$ cat config.mk
export PLATFORM = sky130hd
export DESIGN_NAME = nmr_bstrm_mch
export DESIGN_NICKNAME = d
export VERILOG_FILES = /design/src/rtl/nmr_bstrm_mch.sv
export SDC_FILE = /design/constraint.sdc
export NUM_CORES = 1
export LEC_CHECK = 0
export BUFFER_PORTS_ARGS = -buffer_cell sky130_fd_sc_hd__buf_4
export CAP_MARGIN = 10
export CELL_PAD_IN_SITES_DETAIL_PLACEMENT = 0
export CELL_PAD_IN_SITES_GLOBAL_PLACEMENT = 2
export CORE_MARGIN = 5
export CORE_UTILIZATION = 32
export CTS_CLUSTER_DIAMETER = 150
export DETAILED_ROUTE_END_ITERATION = 8
export GPL_TIMING_DRIVEN = 1
export HOLD_SLACK_MARGIN = 0.03
export PLACE_DENSITY_LB_ADDON = 0.1
export SLEW_MARGIN = 5
export SYNTH_ARGS = -nofsm -noshare
export SYNTH_HDL_FRONTEND = slang
export SYNTH_SLANG_ARGS = --single-unit
$ cat constraint.sdc
create_clock -name CLK -period 5.05 [get_ports CLK]
set_input_delay 0.2525 -clock CLK [delete_from_list [all_inputs] [get_ports CLK]]
set_output_delay 0.2525 -clock CLK [all_outputs]
set_load 0.005 [all_outputs]
$ cat src/rtl/nmr_bstrm_mch.sv
// Multi-channel NMR bitstream sequencer: plays SRAM-resident pattern segments
// gaplessly with next-entry prefetch and single-level hardware loops.
module nmr_bstrm_mch #(
    parameter int unsigned       CH_NUM            = 8,
    parameter int unsigned       DUR_WIDTH         = 32,
    parameter int unsigned       LOOP_WIDTH        = 16,
    parameter int unsigned       SRAM_ADDR_WIDTH   = 8,
    parameter int unsigned       SRAM_DAT_WIDTH    = 128,
    parameter int unsigned       SRAM_BYTEEN_WIDTH = 16,
    parameter logic [CH_NUM-1:0] IDLE_PATTERN      = '0
) (
    input  logic                         CLK,
    input  logic                         RST,
    input  logic                         START,
    input  logic                         ABORT,
    output logic                         DONE,
    output logic                         BUSY,
    output logic                         ERR,
    output logic [SRAM_ADDR_WIDTH-1:0]   SRAM_ADDR,
    output logic                         SRAM_CS,
    output logic                         SRAM_CLKEN,
    output logic                         SRAM_WR,
    input  logic [SRAM_DAT_WIDTH-1:0]    SRAM_RD_DAT,
    output logic [SRAM_DAT_WIDTH-1:0]    SRAM_WR_DAT,
    output logic [SRAM_BYTEEN_WIDTH-1:0] SRAM_BYTEEN,
    output logic [CH_NUM-1:0]            OUT
);

    localparam logic [1:0] S_IDLE  = 2'd0;
    localparam logic [1:0] S_FETCH = 2'd1;
    localparam logic [1:0] S_WAIT  = 2'd2;
    localparam logic [1:0] S_PLAY  = 2'd3;

    logic [1:0]                  state_q, state_d;
    logic                        wcnt_q, wcnt_d;
    logic [SRAM_ADDR_WIDTH-1:0]  addr_q, addr_d;
    logic [CH_NUM-1:0]           out_q, out_d;
    logic                        done_q, done_d;
    logic                        busy_q, busy_d;
    logic                        err_q, err_d;
    logic [DUR_WIDTH-1:0]        el_q, el_d;
    logic [DUR_WIDTH-1:0]        dur_q, dur_d;
    logic                        last_q, last_d;
    logic [SRAM_DAT_WIDTH-1:0]   nbuf_q, nbuf_d;
    logic [SRAM_ADDR_WIDTH-1:0]  lstart_q, lstart_d;
    logic [LOOP_WIDTH-1:0]       lcnt_q, lcnt_d;
    logic                        jumped_q, jumped_d;

    logic [SRAM_DAT_WIDTH-1:0]   ent;
    logic [CH_NUM-1:0]           e_pat;
    logic [DUR_WIDTH-1:0]        e_dur;
    logic [DUR_WIDTH-1:0]        e_dm1;
    logic [LOOP_WIDTH-1:0]       e_loop;
    logic                        e_lb, e_le, e_last, e_short;
    logic                        lp_fresh, take_jump, do_load, cap_cycle;
    logic [LOOP_WIDTH-1:0]       lc;
    logic [SRAM_ADDR_WIDTH-1:0]  ls, nxt_addr;
    logic                        unused_ent;

    // Third segment cycle: prefetched data is valid on the bus right now, so a
    // 3-cycle segment must load its successor straight from SRAM_RD_DAT.
    assign cap_cycle = (state_q == S_PLAY) && (el_q == DUR_WIDTH'(2));

    always_comb begin
        ent       = (state_q == S_PLAY && !cap_cycle) ? nbuf_q : SRAM_RD_DAT;
        e_pat     = ent[CH_NUM-1:0];
        e_dur     = ent[32 +: DUR_WIDTH];
        e_loop    = ent[64 +: LOOP_WIDTH];
        e_lb      = ent[80];
        e_le      = ent[81];
        e_last    = ent[82];
        e_short   = e_dur < DUR_WIDTH'(3);
        e_dm1     = e_short ? DUR_WIDTH'(2) : e_dur - DUR_WIDTH'(1);
        lp_fresh  = e_lb && !jumped_q;
        lc        = lp_fresh ? ((e_loop == '0) ? LOOP_WIDTH'(1) : e_loop) : lcnt_q;
        ls        = lp_fresh ? addr_q : lstart_q;
        take_jump = e_le && !e_last && (lc > LOOP_WIDTH'(1));
        nxt_addr  = take_jump ? ls : addr_q + SRAM_ADDR_WIDTH'(1);
    end

    assign unused_ent = ^ent;

    always_comb begin
        state_d  = state_q;
        wcnt_d   = wcnt_q;
        addr_d   = addr_q;
        out_d    = out_q;
        done_d   = 1'b0;
        busy_d   = busy_q;
        err_d    = err_q;
        el_d     = el_q;
        dur_d    = dur_q;
        last_d   = last_q;
        nbuf_d   = nbuf_q;
        lstart_d = lstart_q;
        lcnt_d   = lcnt_q;
        jumped_d = jumped_q;
        do_load  = 1'b0;

        case (state_q)
            S_IDLE: begin
                if (START && !done_q) begin
                    state_d  = S_FETCH;
                    addr_d   = '0;
                    err_d    = 1'b0;
                    busy_d   = 1'b1;
                    jumped_d = 1'b0;
                    lcnt_d   = '0;
                end
            end
            S_FETCH: begin
                state_d = S_WAIT;
                wcnt_d  = 1'b0;
            end
            S_WAIT: begin
                if (wcnt_q) do_load = 1'b1;
                else        wcnt_d  = 1'b1;
            end
            default: begin
                el_d = el_q + DUR_WIDTH'(1);
                if (cap_cycle) nbuf_d = SRAM_RD_DAT;
                if (el_q == dur_q) begin
                    if (last_q) begin
                        state_d = S_IDLE;
                        out_d   = IDLE_PATTERN;
                        done_d  = 1'b1;
                        busy_d  = 1'b0;
                    end else begin
                        do_load = 1'b1;
                    end
                end
            end
        endcase

        if (do_load) begin
            state_d  = S_PLAY;
            out_d    = e_pat;
            el_d     = '0;
            dur_d    = e_dm1;
            last_d   = e_last;
            err_d    = err_q | e_short;
            lstart_d = ls;
            lcnt_d   = take_jump ? lc - LOOP_WIDTH'(1) : lc;
            jumped_d = take_jump;
            if (!e_last) addr_d = nxt_addr;
        end

        if (ABORT && state_q != S_IDLE) begin
            state_d = S_IDLE;
            out_d   = IDLE_PATTERN;
            done_d  = 1'b0;
            busy_d  = 1'b0;
        end
    end

    always_ff @(posedge CLK or negedge RST) begin
        if (!RST) begin
            state_q  <= S_IDLE;
            wcnt_q   <= 1'b0;
            addr_q   <= '0;
            out_q    <= IDLE_PATTERN;
            done_q   <= 1'b0;
            busy_q   <= 1'b0;
            err_q    <= 1'b0;
            el_q     <= '0;
            dur_q    <= '0;
            last_q   <= 1'b0;
            nbuf_q   <= '0;
            lstart_q <= '0;
            lcnt_q   <= '0;
            jumped_q <= 1'b0;
        end else begin
            state_q  <= state_d;
            wcnt_q   <= wcnt_d;
            addr_q   <= addr_d;
            out_q    <= out_d;
            done_q   <= done_d;
            busy_q   <= busy_d;
            err_q    <= err_d;
            el_q     <= el_d;
            dur_q    <= dur_d;
            last_q   <= last_d;
            nbuf_q   <= nbuf_d;
            lstart_q <= lstart_d;
            lcnt_q   <= lcnt_d;
            jumped_q <= jumped_d;
        end
    end

    assign DONE        = done_q;
    assign BUSY        = busy_q;
    assign ERR         = err_q;
    assign OUT         = out_q;
    assign SRAM_ADDR   = addr_q;
    assign SRAM_CS     = busy_q;
    assign SRAM_CLKEN  = 1'b1;
    assign SRAM_WR     = 1'b0;
    assign SRAM_WR_DAT = '0;
    assign SRAM_BYTEEN = '1;

endmodule

==> metrics.yaml <==
outcome: "completed"
synth_top_area_frac: 0.381
cp.arrival_ps: 4430
synth_cell_types: 70
path_cells: "inv_1 > ha_1 > nor4b_2 > nand4_1 > o31ai_4 > buf_12 > mux2_2 > a21oi_1 > ha_1 > o32a_1 > o2111ai_2 > and3_1 > and4b_1 > xor2_1 > a22o_1"
cts_root_buffer: "clkbuf_16"
antenna_found_initial: 1
cts_resized: 0
grt_pass1_wl_um: 47700
ios: 298
required_ps: 5380
cp_slowest_cell: "dfrtp_1"
skew_ps: 12.7
syn2layout_area_growth_pct: 10.5
dp_slack_ps: 883
fin_ws_ps: 949
slew_headroom: 0.374
cts_setup_buffers: 0
startpoint_type: "register"
r2r_start: "el_q[0]"
r2r_cells: 15
hold_violations: 0
period_minus_slack_ps: 4100
worstSetupEndpoint: "lcnt_q[14]"
port-buffer-count: 82
dp.cells: 1680
die_w_um: 197
numCtsBuffers: 17
ys_seq_area_frac: 0.381
endpoint_kind: "register"
n_antenna_cell: 0
synth_commonest_cells: "dfrtp_1 (171), buf_4 (155), nor2_1 (121)"
die_h_um: 197
syn_inst: 1188
slew_viol_final: 0
wl_per_cell_um: 17.5
crit_start: "el_q[0]"
viasPerCell: 4.79
crit_top_cell: "ha_1"
drt_first_pass_iters: 6
drt_wl_total_um: 30000
grt_pass1_vias: 8029
synth_edf_count: 0
syn_area_um2: 11200
fmax_mhz: 244
groute.usage.overall: 0.154
drc: 0
rows: 68
coreArea_um2: 34600
max-cap-violations: 0
vias: 8206
cts_tree: "done"
ir_worst_vdd_v: 0.000249
yosysWarnings: 0
holdBufCountCts: 2
post-route-util: 0.359
design.die.area_um2: 39000
place_congestion: 0.742
grt_remaining_overflow: 0
synth_area_leaders: "dfrtp_1 (38%), buf_4 (10%), mux2_2 (7.2%), mux2i_1 (5.5%), xnor2_1 (4.2%)"
min_path_type: "input pin to register"
synth-seq-cells: 171
cts.htree.levels: 4
cts_buffer_depth: 2
yosysMostFrequentCell: "dfrtp_1"
stdcell_area_um2: 12400
crit_type: "register to register"
max_stage_delay_ps: 460
finalSetupViolCount: 0
clk_latency_ps: 440
fin_cells: 1714
p_per_area_nw_per_um2: 424
synthArstFlopShare: 1.00
synth_top_area_cell: "dfrtp_1"
r2r_slack_ps: 950
grt_setup_unrepaired: "false"
ant_nets: 0
tns_ps: 0
cts_num_sinks: 171
min_period_over_period: 0.812
syn_area_per_cell_um2: 9.46
p_leak_nw: 5.92
reg2reg_to: "lcnt_q[14]"
path_max_fanout: 22
drive_above_1_share: 0.177
drt_iter0_drc: 449
grt_max_degree: 111
path_clk_slew_ps: 70
placed_cell_area_um2: 11700
finalNetCount: 1390
start_util: 0.325
synth_top_flop_cell: "dfrtp_1"
worst_pin_slew_ps: 933
dp_hpwl_um: 21700
## where the power goes
group / switching [mW] / internal (mW)
Sequential: 0.293 / 1.69
Clock: 0.586 / 0.955
Combinational: 0.967 / 0.777
## sequential cells by signal, summed over array words and instances, names as in the netlist, 2 cells and up
signal     count
OUT            8
SRAM_ADDR      8
dur_q         32
el_q          32
lcnt_q        16
lstart_q       8
nbuf_q        59
state_q        2
## layout by cell type, fill, tap and decap left out, types with 3 or more instances in the layout
cell type	count
mux2_2	72
nand2_1	81
and2_1	6
o31ai_1	11
clkbuf_16	17
o21ai_1	8
xnor2_1	54
buf_4	95
nand3b_1	4
xor2_1	42
buf_12	3
or4_1	8
a21oi_1	48
o211ai_1	6
nand4_1	30
nor3_1	24
or3_1	8
o22ai_1	3
and3_1	12
inv_1	19
bufinv_16	6
o2bb2ai_1	6
nor2_1	121
a22o_1	11
conb_1	146
a31oi_1	12
o21ai_0	45
nor4_1	26
nor4_2	3
nand2b_1	4
dfrtp_1	171
ha_1	12
nand3_1	26
mux2i_1	61
## worst max-delay path: cells and delay by family (launching register included)
| kind | cells | cell delay, ps |
|---|---|---|
| XOR/XNOR | 1 | 140 |
| AND/OR/NAND/NOR | 4 | 1120 |
| AO/OA/AOI/OAI | 5 | 1180 |
| adder cells (fa/ha/maj) | 2 | 400 |
| multiplexers | 1 | 370 |
| flip-flops | 1 | 460 |
| buffers and inverters | 2 | 310 |
## how the worst min path moves through the flow
stage / startpoint / end / slack [ps] / cells after the start
global route: SRAM_RD_DAT[4] / nbuf_q[4] / 40 / 2
detailed placement: RST / nbuf_q[45] / 290 / 1
global placement: RST / nbuf_q[45] / 300 / 1
finish: SRAM_RD_DAT[5] / nbuf_q[5] / 60 / 2
floorplan: RST / BUSY / -40 / 0
CTS: SRAM_RD_DAT[5] / nbuf_q[5] / 30 / 2
## cell type report
cell class / instances / area [um2]
fill: 3531 / 22200
multi-input combinational: 936 / 6020
sequential: 171 / 4280
timing repair buffer: 101 / 805
tap: 455 / 569
clock buffer: 21 / 460
clock inverter: 11 / 215
inverter: 19 / 71.3
## cells by family after synthesis
kind of cell	after synthesis	share of synthesized area
and+or+nand+nor	371	0.167
adders and majority gates	12	0.0134
xor gates and xnor gates	96	0.0748
other	2	0.000668
buffers and inverters	225	0.134
muxes	136	0.130
DFF	171	0.381
AOI/OAI and AO/OA	175	0.0998
## stage by stage
step	power (mW)	hold WS, ps
floorplan	3.33	-43.1
global placement	3.76	295
detailed placement	3.76	295
CTS	5.34	30.1
global route	5.64	39.2
finish	5.26	55.6
## layer usage
metal	global-route usage	part of all wire	vias to the layer above
li1	-	-	3986
met1	0.248	0.54	4003
met2	0.206	0.40	199
met3	0.0312	0.050	18
met4	0.0365	0.011	0
met5	0	0	-
No activity file was read; power rests on OpenSTA's default activity.
